### config.mk
export PLATFORM = sky130hd
export DESIGN_NAME = i2c_slave
export DESIGN_NICKNAME = d
export VERILOG_FILES = /design/src/rtl/i2c_slave_pkg.sv /design/src/rtl/i2c_bus_monitor.sv /design/src/rtl/i2c_slave.sv
export SDC_FILE = /design/constraint.sdc
export NUM_CORES = 1
export LEC_CHECK = 0
export CAP_MARGIN = 0
export CORE_ASPECT_RATIO = 1.4
export CORE_MARGIN = 1.5
export CORE_UTILIZATION = 30
export CTS_CLUSTER_DIAMETER = 80
export CTS_CLUSTER_SIZE = 16
export DETAILED_ROUTE_END_ITERATION = 8
export PLACE_DENSITY = 0.5
export SETUP_SLACK_MARGIN = 0.05
export SLEW_MARGIN = 20
export SYNTH_ARGS = -nofsm -noshare
export SYNTH_HDL_FRONTEND = slang
export SYNTH_HIERARCHICAL = 1
export SYNTH_SLANG_ARGS = --single-unit
export TNS_END_PERCENT = 20
### constraint.sdc
create_clock -name clock -period 1.87 [get_ports clock]
set_input_delay 0.4675 -clock clock [delete_from_list [all_inputs] [get_ports clock]]
set_output_delay 0.4675 -clock clock [all_outputs]
set_load 0.02 [all_outputs]
### src/rtl/i2c_slave_pkg.sv
// i2c_slave_pkg: shared FSM state encoding and bus constants for the I2C target
`timescale 1ns/1ps
package i2c_slave_pkg;
  typedef enum logic [2:0] {
    IDLE, ADDR, ADDR_ACK, RX_DATA, RX_ACK, TX_DATA, TX_ACK, WAIT_STOP
  } state_t;
  localparam logic       RW_RX      = 1'b1;
  localparam logic       RW_TX      = 1'b0;
  localparam logic [6:0] GCALL_ADDR = 7'h00;
endpackage

### src/rtl/i2c_bus_monitor.sv
// i2c_bus_monitor: oversampled SCL/SDA edge registers, START/STOP/rise/fall strobes and bus-busy flag
`timescale 1ns/1ps
module i2c_bus_monitor (
  input  logic clock,
  input  logic reset,
  input  logic enable,
  input  logic scl_in,
  input  logic sda_in,
  output logic scl_rise,
  output logic scl_fall,
  output logic start,
  output logic stop,
  output logic bus_status
);
  logic scl_last, sda_last;
  always_ff @(posedge clock or posedge reset)
    if (reset) begin
      scl_last   <= 1'b1;
      sda_last   <= 1'b1;
      bus_status <= 1'b0;
    end else begin
      scl_last   <= scl_in;
      sda_last   <= sda_in;
      bus_status <= !enable ? 1'b0 : start ? 1'b1 : stop ? 1'b0 : bus_status;
    end
  assign scl_rise = ~scl_last & scl_in;
  assign scl_fall = scl_last & ~scl_in;
  assign start    = scl_in & scl_last & sda_last & ~sda_in;
  assign stop     = scl_in & scl_last & ~sda_last & sda_in;
endmodule

### src/rtl/i2c_slave.sv
// i2c_slave: I2C target FSM with address match, byte RX/TX and ACK handling.
// Define I2C_SLAVE_GENERAL_CALL_EN to also accept the general-call address 0x00 as a write.
`timescale 1ns/1ps
module i2c_slave import i2c_slave_pkg::*; (
  input  logic       clock,
  input  logic       reset,
  input  logic       enable,
  input  logic [6:0] address,
  input  logic [7:0] data_write,
  output logic [7:0] data_read,
  output logic       read_write_flag,
  output logic       data_finish,
  output logic       transfer_status,
  output logic       bus_status,
  output logic       error,
  input  logic       scl_in,
  output logic       scl_out,
  input  logic       sda_in,
  output logic       sda_out
);
  state_t     state, state_n;
  logic [3:0] cnt, cnt_n;
  logic [7:0] shreg, shreg_n, data_read_n, rx_byte;
  logic       rw_n, fin_n, ts_n, err_n, sda_n;
  logic       scl_rise, scl_fall, start, stop, own_match, gcall, mid_byte;

  i2c_bus_monitor u_mon (
    .clock      (clock),
    .reset      (reset),
    .enable     (enable),
    .scl_in     (scl_in),
    .sda_in     (sda_in),
    .scl_rise   (scl_rise),
    .scl_fall   (scl_fall),
    .start      (start),
    .stop       (stop),
    .bus_status (bus_status)
  );

  assign scl_out   = 1'b1;
  assign rx_byte   = {shreg[6:0], sda_in};
  assign own_match = rx_byte[7:1] == address;
`ifdef I2C_SLAVE_GENERAL_CALL_EN
  assign gcall = rx_byte == {GCALL_ADDR, RW_RX};
`else
  assign gcall = 1'b0;
`endif
  // The SCL high phase carrying a START/STOP is itself counted as a rise, so one counted bit is not a broken byte
  assign mid_byte = cnt > 4'd1 && (state == ADDR || state == RX_DATA || state == TX_DATA);

  always_ff @(posedge clock or posedge reset)
    if (reset) begin
      state           <= IDLE;
      cnt             <= '0;
      shreg           <= '0;
      data_read       <= '0;
      read_write_flag <= 1'b0;
      data_finish     <= 1'b0;
      transfer_status <= 1'b0;
      error           <= 1'b0;
      sda_out         <= 1'b1;
    end else begin
      state           <= state_n;
      cnt             <= cnt_n;
      shreg           <= shreg_n;
      data_read       <= data_read_n;
      read_write_flag <= rw_n;
      data_finish     <= fin_n;
      transfer_status <= ts_n;
      error           <= err_n;
      sda_out         <= sda_n;
    end

  always_comb begin
    state_n     = state;
    cnt_n       = cnt;
    shreg_n     = shreg;
    data_read_n = data_read;
    rw_n        = read_write_flag;
    fin_n       = 1'b0;
    err_n       = 1'b0;
    ts_n        = transfer_status;
    sda_n       = sda_out;
    if (!enable) begin
      state_n = IDLE;
      cnt_n   = '0;
      rw_n    = 1'b0;
      ts_n    = 1'b0;
      sda_n   = 1'b1;
    end else if (start || stop) begin
      state_n = start ? ADDR : IDLE;
      cnt_n   = '0;
      ts_n    = 1'b0;
      sda_n   = 1'b1;
      err_n   = mid_byte;
    end else begin
      case (state)
        ADDR: if (scl_rise) begin
          shreg_n = rx_byte;
          cnt_n   = cnt + 4'd1;
          if (cnt == 4'd7) begin
            cnt_n   = '0;
            state_n = (own_match || gcall) ? ADDR_ACK : WAIT_STOP;
            rw_n    = (own_match || gcall) ? rx_byte[0] : read_write_flag;
          end
        end
        // sda_out low marks that the ACK slot has already started
        ADDR_ACK: if (scl_fall) begin
          if (sda_out) begin
            sda_n = 1'b0;
            ts_n  = 1'b1;
          end else if (read_write_flag == RW_RX) begin
            sda_n   = 1'b1;
            state_n = RX_DATA;
          end else begin
            {sda_n, shreg_n} = {data_write, 1'b0};
            state_n          = TX_DATA;
          end
        end
        RX_DATA: if (scl_rise) begin
          shreg_n = rx_byte;
          cnt_n   = cnt + 4'd1;
          if (cnt == 4'd7) begin
            cnt_n       = '0;
            data_read_n = rx_byte;
            fin_n       = 1'b1;
            state_n     = RX_ACK;
          end
        end
        RX_ACK: if (scl_fall) begin
          sda_n   = !sda_out;
          state_n = sda_out ? RX_ACK : RX_DATA;
        end
        // shreg holds the not-yet-driven bits MSB-aligned; the bit on the wire lives in sda_out
        TX_DATA: if (scl_rise) cnt_n = cnt + 4'd1;
        else if (scl_fall) begin
          if (cnt == 4'd8) begin
            sda_n   = 1'b1;
            cnt_n   = '0;
            state_n = TX_ACK;
          end else {sda_n, shreg_n} = {shreg, 1'b0};
        end
        TX_ACK: if (scl_rise) begin
          fin_n   = 1'b1;
          state_n = sda_in ? WAIT_STOP : TX_ACK;
          cnt_n   = sda_in ? 4'd0 : 4'd1;
        end else if (scl_fall && cnt == 4'd1) begin
          {sda_n, shreg_n} = {data_write, 1'b0};
          cnt_n            = '0;
          state_n          = TX_DATA;
        end
        default: ;
      endcase
    end
  end
endmodule

# Word-level counts from Yosys, hierarchy flattened
# Index checks and enable logic that the tools add are counted.
# W data, S select, Z words.
word_totals:
  in_bits: 20
  regBits: 31
  word_cells: 163
  output_inout_bits: 15
classes:
  addsub: 1
  mux: 75
  n_eq_ne: 47
  order_cmp: 1
  n_reduce_logical: 15
  bitwise_logic: 12
op_table:
  columns: ["operator", "count"]
  rows:
  - ["$mux W8", 9]
  - ["$mux W3", 17]
  - ["$mux W4", 9]
  - ["$mux W1", 35]
  - ["$pmux W8 S4", 1]
  - ["$reduce_and A12 Y1", 2]
  - ["$ne A4 B4 Y1 const B", 5]
  - ["$ne A2 B2 Y1 const B", 9]
  - ["$pmux W3 S6", 1]
  - ["$ne A4 B2 Y1 const B", 4]
  - ["$ne A4 B3 Y1 const B", 4]
  - ["$reduce_and A5 Y1", 3]
  - ["$ne A3 B1 Y1 const B", 4]
  - ["$pmux W4 S3", 1]
  - ["$ne A2 B1 Y1 const B", 5]
  - ["$eq A3 B3 Y1 const B", 3]
  - ["$ne A8 B1 Y1 const B", 1]
  - ["$and A1 B1 Y1", 7]
  - ["$eq A7 B7 Y1", 1]
  - ["$reduce_and A7 Y1", 1]
  - ["$eq A3 B2 Y1 const B", 2]
  - ["$ne A6 B1 Y1 const B", 1]
  - ["$ne A5 B2 Y1 const B", 1]
  - ["$ne A5 B3 Y1 const B", 1]
  - ["17 further kinds", 24]

# Longest topological paths before layout
# Gate-level depths: netlist (run 1).
logic_depth:
  depth_word: 8
  depth_mapped: 8
  mapped_depth_nobuf: 7

# Cells and area by module
# Netlist (run 1), hierarchy kept.
by_module_without_submodules:
  columns: ["module", "seq_area_each_um2", "n_inst", "area_per_inst_um2", "cells_per_inst"]
  rows:
  - ["i2c_slave", 701.9, 1, 1994.4, 194]
  - ["i2c_bus_monitor", 77.6, 1, 145.1, 13]

# Least setup slack after synthesis (run 1)
# No wires, ideal clock.
synth_timing:
  kind: "reg2reg"
  start: "register u_mon.scl_last"
  end: "register shreg[0]"
  path_buffers: 1
  slack_ps: 0
  setup_ps: 125
  t_required_ps: 1745
  path_stages_with_launch: 8
  synth_period_minus_slack_ps: 1870
  arrival_ps: 1745
  path_cell_list: "dfstp_2 > and2b_1 > nand4bb_1 > o22ai_2 > nand2_1 > a211o_1 > buf_6 > mux2_4"
synth_via:
  word_cells_on_any_way: 18
  cone_classes: "eq/ne: 6; bitwise: 9; reduce/logical: 3"
synth_lines:
  columns: ["item", "line_no", "text"]
  rows:
  - ["start, declared", "i2c_bus_monitor.sv:15", "logic scl_last, sda_last;"]
  - ["start signal, assigned", "i2c_bus_monitor.sv:22", "scl_last <= scl_in;"]
  - ["$and A1 B1 Y1 *", "i2c_bus_monitor.sv:27", "assign scl_fall = scl_last & ~scl_in;"]
  - ["net scl_fall", "i2c_slave.sv:25", "logic scl_rise, scl_fall, start, stop, own_match, gcall, mid_byte;"]
  - ["$logic_and A1 B1 Y1", "i2c_slave.sv:147", "end else if (scl_fall && cnt == 4'd1) begin"]
  - ["$ne A2 B2 Y1 (no source line)", null, null]
  - ["$reduce_and A12 Y1 (no source line) *", null, null]
  - ["end signal, assigned", "i2c_slave.sv:65", "shreg <= shreg_n;"]
  - ["end, declared", "i2c_slave.sv:23", "logic [7:0] shreg, shreg_n, data_read_n, rx_byte;"]
# Mark *: on every way through the listed nets, which the timed path passes. The rest lies on a longest branch.
# A chain may end at the register's enable or synchronous reset.

# Worst setup path in the final report (run 1)
layout_timing:
  start: "register u_mon.scl_last"
  end: "register state[0]"
layout_via:
  word_cells_on_any_way: 28
  cone_classes: "eq/ne: 12; mux: 5; bitwise: 8; reduce/logical: 3"
layout_lines:
  columns: ["item", "line_no", "text"]
  rows:
  - ["$and A1 B1 Y1 *", "i2c_bus_monitor.sv:27", null]
  - ["net scl_fall", "i2c_slave.sv:25", null]
  - ["$logic_and A1 B1 Y1", "i2c_slave.sv:147", null]
  - ["$ne A5 B5 Y1 (no source line)", null, null]
  - ["$reduce_and A12 Y1 (no source line) *", null, null]
  - ["end signal, assigned", "i2c_slave.sv:63", "state <= state_n;"]
  - ["end, declared", "i2c_slave.sv:21", "state_t state, state_n;"]
# Marks and branches as above.

==> impl_metrics.json, run 1 <==
{
  "path_delay_family": "flip-flops",
  "cp.arrival_ns": 2.16,
  "cp-start-kind": "flip-flop",
  "routedWlPerCell_um": 15.3,
  "maxCapViolations": 0,
  "met2_length_mm": 3.02,
  "p_sw_uw": 780,
  "drt-total-wl_mm": 5.83,
  "max_freq_mhz": 501,
  "timing.final.max_slew_violations": 0,
  "cts_tree": "yes",
  "area_growth_pct": 42.0,
  "hold_ws_ns": 0.383,
  "yosys.area.top_type": "dfrtp_1",
  "final_nets": 308,
  "critPathKind": "flip-flop to flip-flop",
  "violations": "setup timing",
  "hold_violations": 0,
  "crit_cells": 8,
  "skew_ns": 0.00546,
  "internal_power_mw": 1.53,
  "drcViolationCount": 0,
  "cp_data_required_time_ns": 2.03,
  "cp-endpoint": "state[0]",
  "cts_buffers": 5,
  "diodes": 0,
  "finalPower_mw": 2.31,
  "fin_tns_setup_ns": -1.20,
  "crit_path_start": "u_mon/scl_last",
  "synth.distinct_cells": 61,
  "power_frac_comb_pct": 36.4,
  "rr_startpoint": "u_mon/scl_last",
  "synth.top_cell.area_share_pct": 32.7,
  "placed_area_sq_um": 2830,
  "setup_slack_ns": -0.127,
  "setup.worst_path.end_class": "flip-flop",
  "ys_ff_latch": 31,
  "power.density_nw_per_um2": 759,
  "crit_path_top_delay_cell": "dfstp_2",
  "fin_crit_sh_pct": 107,
  "ant_nets": 0,
  "grt_usage_pct": 16.4,
  "utilization_pct": 43.8,
  "p_leak_nw": 1.43,
  "cts.clk_slew.worst_paths_ns": 0.08,
  "clkPwrFrac_pct": 23.5,
  "dr_total_vias": 1842,
  "clock_sinks": 31,
  "die_area_sq_um": 7650,
  "synth_enable_flop_cells": 0,
  "rsz0062_at_grt": "true",
  "seqPwrFrac_pct": 40.1,
  "grt.overflow.total": 0,
  "cpPeakStageDelay_ns": 0.55,
  "path_cells": "and2b_2, nand4bb_1, buf_4, o211a_1, a311oi_4, buf_6, nand3b_1, o31ai_1",
  "grt_max_degree": 29,
  "regArea_sq_um": 779,
  "placed_cells": 366,
  "place_congestion": 0.846,
  "wl_met1_mm": 2.48,
  "clock_path_buffers": 2,
  "syn_inst": 207,
  "reg2reg_slack_ns": -0.13,
  "cts-root-buf": "clkbuf_8",
  "grt_pass1_wl_mm": 9.34,
  "portBuffers": 33,
  "yosys_warnings": 6,
  "dp_hpwl_mm": 4.35,
  "ys.flop_type": "dfrtp_1",
  "swShare_pct": 33.8,
  "path_max_fanout": 6,
  "dieHeight_um": 103,
  "first_global_vias": 1842,
  "worstSkewPairLatency_ns": 0.28,
  "antenna_found_initial": 0,
  "synth-async-reset-ratio_pct": 100,
  "path_buf_inv": 2,
  "die_w_um": 74.4,
  "r2r-end": "state[0]",
  "synth_area_leaders": "dfrtp_1 33%, mux2_2 7.9%, mux2_4 4.9%, dfstp_2 3.7%, xor2_1 3.7%",
  "via_per_inst": 4.83,
  "seq_area_frac_synth_pct": 36.4,
  "cts_hold_buf": 0,
  "core_sq_um": 6940,
  "pre_cts_slack_ns": -0.639,
  "ir_worst_vdd_v": 0.000446,
  "hp-class": "input pin to async pin",
  "topRoutingLayerUsed": "met4",
  "syn_avg_cell_area_sq_um": 10.3,
  "setup_viol": 12,
  "htreeDepth": 2,
  "syn_area_sq_um": 2140,
  "ios": 35,
  "fin_area_sq_um": 3040,
  "status": "complete, but fails checks",
  "multi_input_area_sq_um": 1300,
  "min_period_ns": 2.00,
  "initialDrtViolationCount": 81,
  "synthesis.nets": 230,
  "rows": 36,
  "met3_length_um": 214,
  "finalNonFillerCells": 381,
  "num-fill-cells": 699,
  "drive_above_1_share_pct": 37.4,
  "start_util_pct": 30.8,
  "reg2regPathDepth": 8,
  "first_pass_iters": 4
}
## area by class of cell
type	instances	share of cell area, %
inverter	8	0.988
tap	95	3.91
clock buffer	5	2.26
multi-input combinational	154	42.7
timing repair buffer	85	23.8
clock inverter	3	0.659
sequential	31	25.6
## kinds of logic (layout without fill, tap and decap cells)
family	Yosys count	count (layout)	share of synthesized area, %
mux	26	26	14.7
flops	31	31	36.4
xor+xnor	9	9	3.68
buf+inv	22	101	5.79
other cells	1	1	0.175
compound gates	46	46	17.0
fa+ha+maj	3	3	1.75
simple gates	69	69	20.5
## worst min path at each step
stage / from / endpoint / slack (ns) / depth (start not counted)
2_1_floorplan: reset / u_mon/bus_status / 0.22 / 1
3_3_place_gp: transfer_status / transfer_status / 0.48 / 1
3_5_place_dp: data_read[0] / data_read[0] / 0.49 / 1
4_1_cts: reset / u_mon/bus_status / 0.37 / 2
5_1_grt: reset / u_mon/bus_status / 0.36 / 2
6_report: reset / u_mon/bus_status / 0.38 / 2
## per-layer routing
layer  global-route usage, %  vias to the layer above
li1                        -                      911
met1                    18.7                      881
met2                    29.5                       44
met3                    3.13                        6
met4                    6.29                        0
met5                       0                        -
## state kept, by name (all words and copies together), names as in the netlist, 3 cells and up
register   count
data_read      8
cnt            4
state          3
shreg          8
## timing repair
item                                    CTS  global route
endpoints found under the setup margin   28            25
hold endpoints to repair                  0             0
setup buffers                             4             3
cloned                                    0             0
resized for setup                        21             5
pin swaps                                 8             4
## power groups by stage
stage / registers (mW) / logic, mW / clock network, mW
CTS: 0.922 / 0.826 / 0.566
global placement: 0.936 / 0.803 / 0
floorplan: 0.892 / 0.544 / 0
finish: 0.924 / 0.840 / 0.542
detailed placement: 0.927 / 0.817 / 0
global route: 0.943 / 0.914 / 0.601
## cells in the mapped netlist, types with 5 or more instances
library cell and instances:
buf_2 6, buf_4 5, dfrtp_1 28, inv_1 8, mux2_2 15, mux2_4 7, nand2_1 14, nand3_1 5
nand3b_1 5, nor2_1 10, o21ai_0 12, xor2_1 9
## layout by cell type, fill, tap and decap left out, drive strengths merged, types with 5 or more instances in the layout
master	instances
o21ai	14
clkbuf	5
xor2	9
buf	52
o22ai	5
dfrtp	28
nor2	10
clkdlybuf4s50	29
nand2	14
nand3	5
nand3b	6
mux2	22
inv	8
Note: power is estimated with default switching activity, not from simulation.
==> run 2, diff against run 1 <==
CORE_MARGIN = 5   (was 1.5)
==> run 2 against run 1 <==
Compared with the run above:
- the flow still finishes with violations (setup timing)
- die area grew 17%
- wire length rose by 2.0%
- combinational power is 3.1% higher
- final cell count grew 0.79%
- clock power up 10%
- non-clock buffer count up 3
- worst setup slack improved by 0.056 ns
- count of clock-buffer cells in the layout rose by 3
- critical path type unchanged
- largest power group unchanged
- highest routed layer unchanged
==> impl_metrics.json, run 2 (synthesis gave the netlist of run 1 again) <==
{
  "status": "complete, but fails checks",
  "violations": "setup timing",
  "cp_data_required_time_ns": 2.04,
  "timing.final.max_slew_violations": 0,
  "final_nets": 311,
  "drive_above_1_share_pct": 38.8,
  "clkPwrFrac_pct": 25.1,
  "top_regs": "data_read: 8 flops, shreg: 8 flops, cnt: 4 flops",
  "grt_busiest_layer": "met2",
  "fin_area_sq_um": 3080,
  "die_w_um": 81.4,
  "min_period_ns": 1.94,
  "rows": 36,
  "ant_nets": 0,
  "placed_cells": 370,
  "fin_crit_sh_pct": 104,
  "clock_sinks": 31,
  "finalNonFillerCells": 384,
  "rsz0062_at_grt": "true",
  "routedWlPerCell_um": 15.5,
  "path_max_fanout": 8,
  "power.density_nw_per_um2": 771,
  "start_util_pct": 30.6,
  "power_frac_comb_pct": 36.4,
  "cts_hold_buf": 0,
  "grt_max_degree": 23,
  "first_global_vias": 1986,
  "hp-class": "input pin to async pin",
  "initialDrtViolationCount": 49,
  "via_per_inst": 4.83,
  "p_sw_uw": 756,
  "global_route.usage.met1_pct": 16.3,
  "cts_tree": "yes",
  "seqPwrFrac_pct": 38.4,
  "cp.arrival_ns": 2.11,
  "dr_total_vias": 1853,
  "maxCapViolations": 0,
  "utilization_pct": 44.1,
  "cp-start-kind": "flip-flop",
  "antenna_found_initial": 0,
  "grt_usage_pct": 14.4,
  "layout_common_cells": "52 x buf_4, 29 x clkdlybuf4s50_1, 28 x dfrtp_1",
  "critPathKind": "flip-flop to flip-flop",
  "diodes": 0,
  "fin_tns_setup_ns": -0.674,
  "skew_ns": 0.00677,
  "gr-usage-met2_pct": 26.1,
  "cts_buffers": 5,
  "reg2regPathDepth": 6,
  "die_area_sq_um": 8940,
  "htreeDepth": 2,
  "dp_hpwl_mm": 4.58,
  "placed_area_sq_um": 2880,
  "ios": 35,
  "core_sq_um": 6980,
  "ir_worst_vdd_v": 0.000392,
  "hold_violations": 0,
  "setup_viol": 11,
  "num-fill-cells": 716,
  "reg2reg_slack_ns": -0.07,
  "p_leak_nw": 1.46,
  "cpPeakStageDelay_ns": 0.54,
  "cts-root-buf": "clkbuf_8",
  "crit_path_top_delay_cell": "dfstp_2",
  "final_common_cell": "buf_4",
  "path_cells": "and2b_2, nand4bb_1, o22ai_2, nand2_1, a211o_4, mux2_4",
  "portBuffers": 33,
  "dieHeight_um": 110,
  "cts.clk_slew.worst_paths_ns": 0.07,
  "first_pass_iters": 4,
  "area_growth_pct": 44.0,
  "place_congestion": 0.775,
  "grt_pass1_wl_mm": 9.73,
  "internal_power_mw": 1.62,
  "drt-total-wl_mm": 5.94,
  "max_freq_mhz": 515,
  "grt_use_met3_pct": 2.30,
  "clock_path_buffers": 2,
  "setup_slack_ns": -0.0708,
  "worstSkewPairLatency_ns": 0.28,
  "setup.worst_path.end_class": "flip-flop",
  "swShare_pct": 31.8,
  "pre_cts_slack_ns": -0.639,
  "grt.overflow.total": 0,
  "drcViolationCount": 0
}
run 2: cell types whose count changed in the layout (fill, tap and decap cells not counted), sizes merged:
| cell | before | now |
|---|---|---|
| buf | 52 | 55 |
| clkbuf | 5 | 8 |
| clkinvlp | 2 | 0 |
| clkinv | 1 | 0 |
run 2: routing by layer:
layer	share of wire, %	vias to the layer above
li1	-	916
met1	41	883
met2	53	40
met3	3.5	14
met4	2.8	0
met5	0	-
run 2: layout make-up:
cell class | instances | area (sq um) | area share, %
well taps | 95 | 119 | 3.86
flip-flops and latches | 31 | 779 | 25.3
inverters | 8 | 30.0 | 0.974
repair buffers | 88 | 758 | 24.6
clock buffers | 8 | 100 | 3.25
multi-input cells | 154 | 1290 | 42.0
run 2: power groups by stage:
| stage | clock [mW] | sequential [mW] | combinational [mW] |
|---|---|---|---|
| 6_report | 0.597 | 0.914 | 0.866 |
| 5_1_grt | 0.646 | 0.934 | 0.949 |
| 4_1_cts | 0.616 | 0.915 | 0.862 |
| 3_5_place_dp | 0 | 0.923 | 0.849 |
| 3_3_place_gp | 0 | 0.925 | 0.839 |
| 2_1_floorplan | 0 | 0.892 | 0.544 |
run 2: what timing repair did:
| item | CTS | global route |
|---|---|---|
| setup buffers | 3 | 3 |
| pin swaps | 10 | 6 |
| gates resized for setup | 18 | 7 |
| endpoints found under the setup margin | 29 | 25 |
run 2: through the flow:
stage | total power, mW | hold WS (ns)
after CTS | 2.39 | 0.367
after global placement | 1.76 | 0.487
after floorplan | 1.44 | 0.220
after detailed placement | 1.77 | 0.493
after global routing | 2.53 | 0.386
final | 2.38 | 0.373
run 2: critical path: cells and delay by family, from the launching register on:
kind	cells	cell delay, ns
flip-flops	1	0.54
AO/OA/AOI/OAI	2	0.52
AND/OR/NAND/NOR	3	0.44
multiplexers	1	0.32
run 2: path summary, 6_finish.rpt:
kind,start,end
max reg2reg,u_mon/scl_last,shreg[5]
max,u_mon/scl_last,shreg[5]
max in group asynchronous,reset,state[1]
min reg2reg,transfer_status,transfer_status
min in group clock,transfer_status,transfer_status
min,reset,u_mon/bus_status
==> run 3, diff against run 2 <==
SYNTH_HIERARCHICAL = not set   (was 1)
==> run 3 against run 2 <==
Compared with the run above:
- the flow still finishes with violations (setup timing)
- sequential share of layout area grew 1.1 points
- maximum frequency shrank 2.3%
- clock skew grew 0.0047 ns
- register-to-register slack lost 0.04 ns
- first-iteration DRC count grew 110%
- largest cell class unchanged
- sequential cell count is the same
- power shrank 18%
==> impl_metrics.json, run 3 <==
{
  "cts_buffers": 5,
  "die_area_sq_um": 8650,
  "clock_path_buffers": 2,
  "setup_slack_ns": -0.116,
  "drcViolationCount": 0,
  "synth_most_common_cell": "dfrtp_1",
  "synth_compound_area_share_pct": 17.4,
  "grt_pass1_wl_mm": 9.83,
  "dieHeight_um": 108,
  "maxCapViolations": 0,
  "htreeDepth": 2,
  "ys_top_cells_by_count": "28 x dfrtp_1, 22 x mux2_2, 19 x nor2_1",
  "drt-total-wl_mm": 6.02,
  "crit_top_cell": "a2111oi_4",
  "first_global_vias": 1979,
  "synth.top_cell.area_share_pct": 34.0,
  "initialDrtViolationCount": 102,
  "yosys.area.top_type": "dfrtp_1",
  "cts_tree": "yes",
  "grt_max_degree": 32,
  "skew_ns": 0.0114,
  "setup_viol": 11,
  "hold_ws_ns": 0.514,
  "path_max_fanout": 5,
  "ir_worst_vdd_v": 0.000472,
  "status": "complete, but fails checks",
  "synth-simple-area-share_pct": 19.6,
  "antenna_found_initial": 0,
  "cp-start-kind": "flip-flop",
  "start_util_pct": 30.9,
  "final_nets": 299,
  "cpPeakStageDelay_ns": 0.40,
  "clock_sinks": 31,
  "die_w_um": 80.0,
  "yosys_warnings": 0,
  "synth-adder-area-share_pct": 1.82,
  "min_period_ns": 1.99,
  "cp_data_required_time_ns": 2.07,
  "violations": "setup timing",
  "syn_inst": 210,
  "grt.overflow.total": 0,
  "grt_usage_pct": 14.8,
  "rsz0062_at_grt": "true",
  "cts.clk_slew.worst_paths_ns": 0.07,
  "post_cts_buffers": 0,
  "num-fill-cells": 673,
  "placed_area_sq_um": 2790,
  "rows": 35,
  "first_pass_iters": 4,
  "cp.arrival_ns": 2.19,
  "crit_path_top_delay_cell": "dfrtp_1",
  "fin_crit_sh_pct": 106,
  "p_leak_nw": 1.28,
  "critPathKind": "flip-flop to flip-flop",
  "area_growth_pct": 43.9,
  "synthesis.nets": 233,
  "synth_top_family_by_area": "simple AND/OR/NAND/NOR gates",
  "seq_area_frac_synth_pct": 37.8,
  "core_sq_um": 6660,
  "path_cells": "inv_2, ha_4, or3b_4, buf_6, a2111oi_4, a2111oi_4, and2_4, o31ai_2",
  "syn_avg_cell_area_sq_um": 9.81,
  "place_congestion": 0.816,
  "hold_violations": 0,
  "ios": 35,
  "synth-async-reset-ratio_pct": 100,
  "power.density_nw_per_um2": 655,
  "dr_total_vias": 1849,
  "top_regs": "data_read: 8 flops, shreg: 8 flops, cnt: 4 flops",
  "ys.flop_type": "dfrtp_1",
  "muxShareOfSynthArea_pct": 14.0,
  "syn_area_sq_um": 2060,
  "hp-class": "flip-flop to flip-flop",
  "timing.final.max_slew_violations": 0,
  "worstSkewPairLatency_ns": 0.29,
  "dp_hpwl_mm": 4.52,
  "synth_area_leaders": "dfrtp_1 34%, mux2_2 12%, dfstp_2 3.8%, nor2_1 3.5%, xor2_1 3.0%",
  "synth.distinct_cells": 58,
  "portBuffers": 33,
  "synth_enable_flop_cells": 0,
  "final_common_cell": "buf_4",
  "drive_above_1_share_pct": 37.2,
  "fin_tns_setup_ns": -0.993,
  "via_per_inst": 5.01,
  "ys_ff_latch": 31,
  "ant_nets": 0,
  "layout_common_cells": "36 x buf_4, 29 x clkdlybuf4s50_1, 26 x dfrtp_1",
  "cts-root-buf": "clkbuf_8",
  "setup.worst_path.end_class": "flip-flop",
  "routedWlPerCell_um": 16.3,
  "synth_xor_area_share_pct": 3.40,
  "max_freq_mhz": 504,
  "diodes": 0,
  "fin_area_sq_um": 2960
}
[run 3: cell count changes after synthesis, moves of 5 or more]
cell / previous run / this run
nor2_1: 10 / 19
nand2_1: 14 / 9
mux2_2: 15 / 22
mux2_4: 7 / 0
a21oi_1: 3 / 8
[run 3: cell type report]
| cell class | instances | area (sq um) | share of cell area, % |
|---|---|---|---|
| flip-flops and latches | 31 | 782 | 26.4 |
| clock buffers | 8 | 100 | 3.38 |
| inverters | 5 | 18.8 | 0.633 |
| well taps | 92 | 115 | 3.88 |
| multi-input cells | 159 | 1260 | 42.7 |
| repair buffers | 74 | 683 | 23.0 |
[run 3: logic make-up (layout without fill, tap and decap cells)]
family | after synthesis | in the layout
other | 1 | 1
and+or+nand+nor | 72 | 72
xor gates and xnor gates | 8 | 8
buffers and inverters | 20 | 87
AOI/OAI and AO/OA | 49 | 49
adders and majority gates | 3 | 3
DFF | 31 | 31
muxes | 26 | 26
[run 3: power breakdown]
part | switching (mW) | internal (mW)
logic | 0.197 | 0.276
clock network | 0.272 | 0.336
registers | 0.100 | 0.759
[run 3: worst paths after layout]
check / startpoint / to / slack [ns] / depth (start not counted)
max reg2reg: cnt[1] / state[0] / -0.12 / 8
min reg2reg: data_read[2] / data_read[2] / 0.51 / 1
min: data_read[2] / data_read[2] / 0.51 / 1
max: cnt[1] / state[0] / -0.12 / 8
min in group asynchronous: reset / cnt[0] / 0.52 / 3
max in group asynchronous: reset / u_mon.sda_last / 1.10 / 3
[run 3: repair_timing]
action                     CTS  global route
setup endpoints to repair   27            23
pin swaps                    7             7
hold buffers                 0             0
gates cloned                 0             0
gates resized for setup     21            12
[run 3: critical path: cells and delay by family (launching register included)]
family / cells / cell delay, ns
compound gates: 3 / 0.59
flops: 1 / 0.40
buf+inv: 2 / 0.21
simple gates: 2 / 0.57
fa+ha+maj: 1 / 0.13
[run 3: per-layer routing]
| metal | global-route usage (%) | vias to the layer above | wire length, um |
|---|---|---|---|
| met4 | 5.07 | 0 | 140 |
| met3 | 3.17 | 12 | 233 |
| met2 | 26.5 | 45 | 3210 |
| met5 | 0 | - | 0 |
| li1 | - | 893 | - |
| met1 | 17.2 | 899 | 2430 |
[run 3: metrics by stage]
step / worst slack [ns] / std cells / util, % / total power, mW
after floorplan: 0.00987 / 210 / - / 1.13
after global placement: -0.682 / 362 / 41.8 / 1.33
after detailed placement: -0.678 / 362 / 41.8 / 1.33
after CTS: -0.122 / 369 / 44.0 / 1.96
after global routing: -0.217 / 369 / 44.5 / 2.04
final: -0.116 / 369 / 44.5 / 1.94
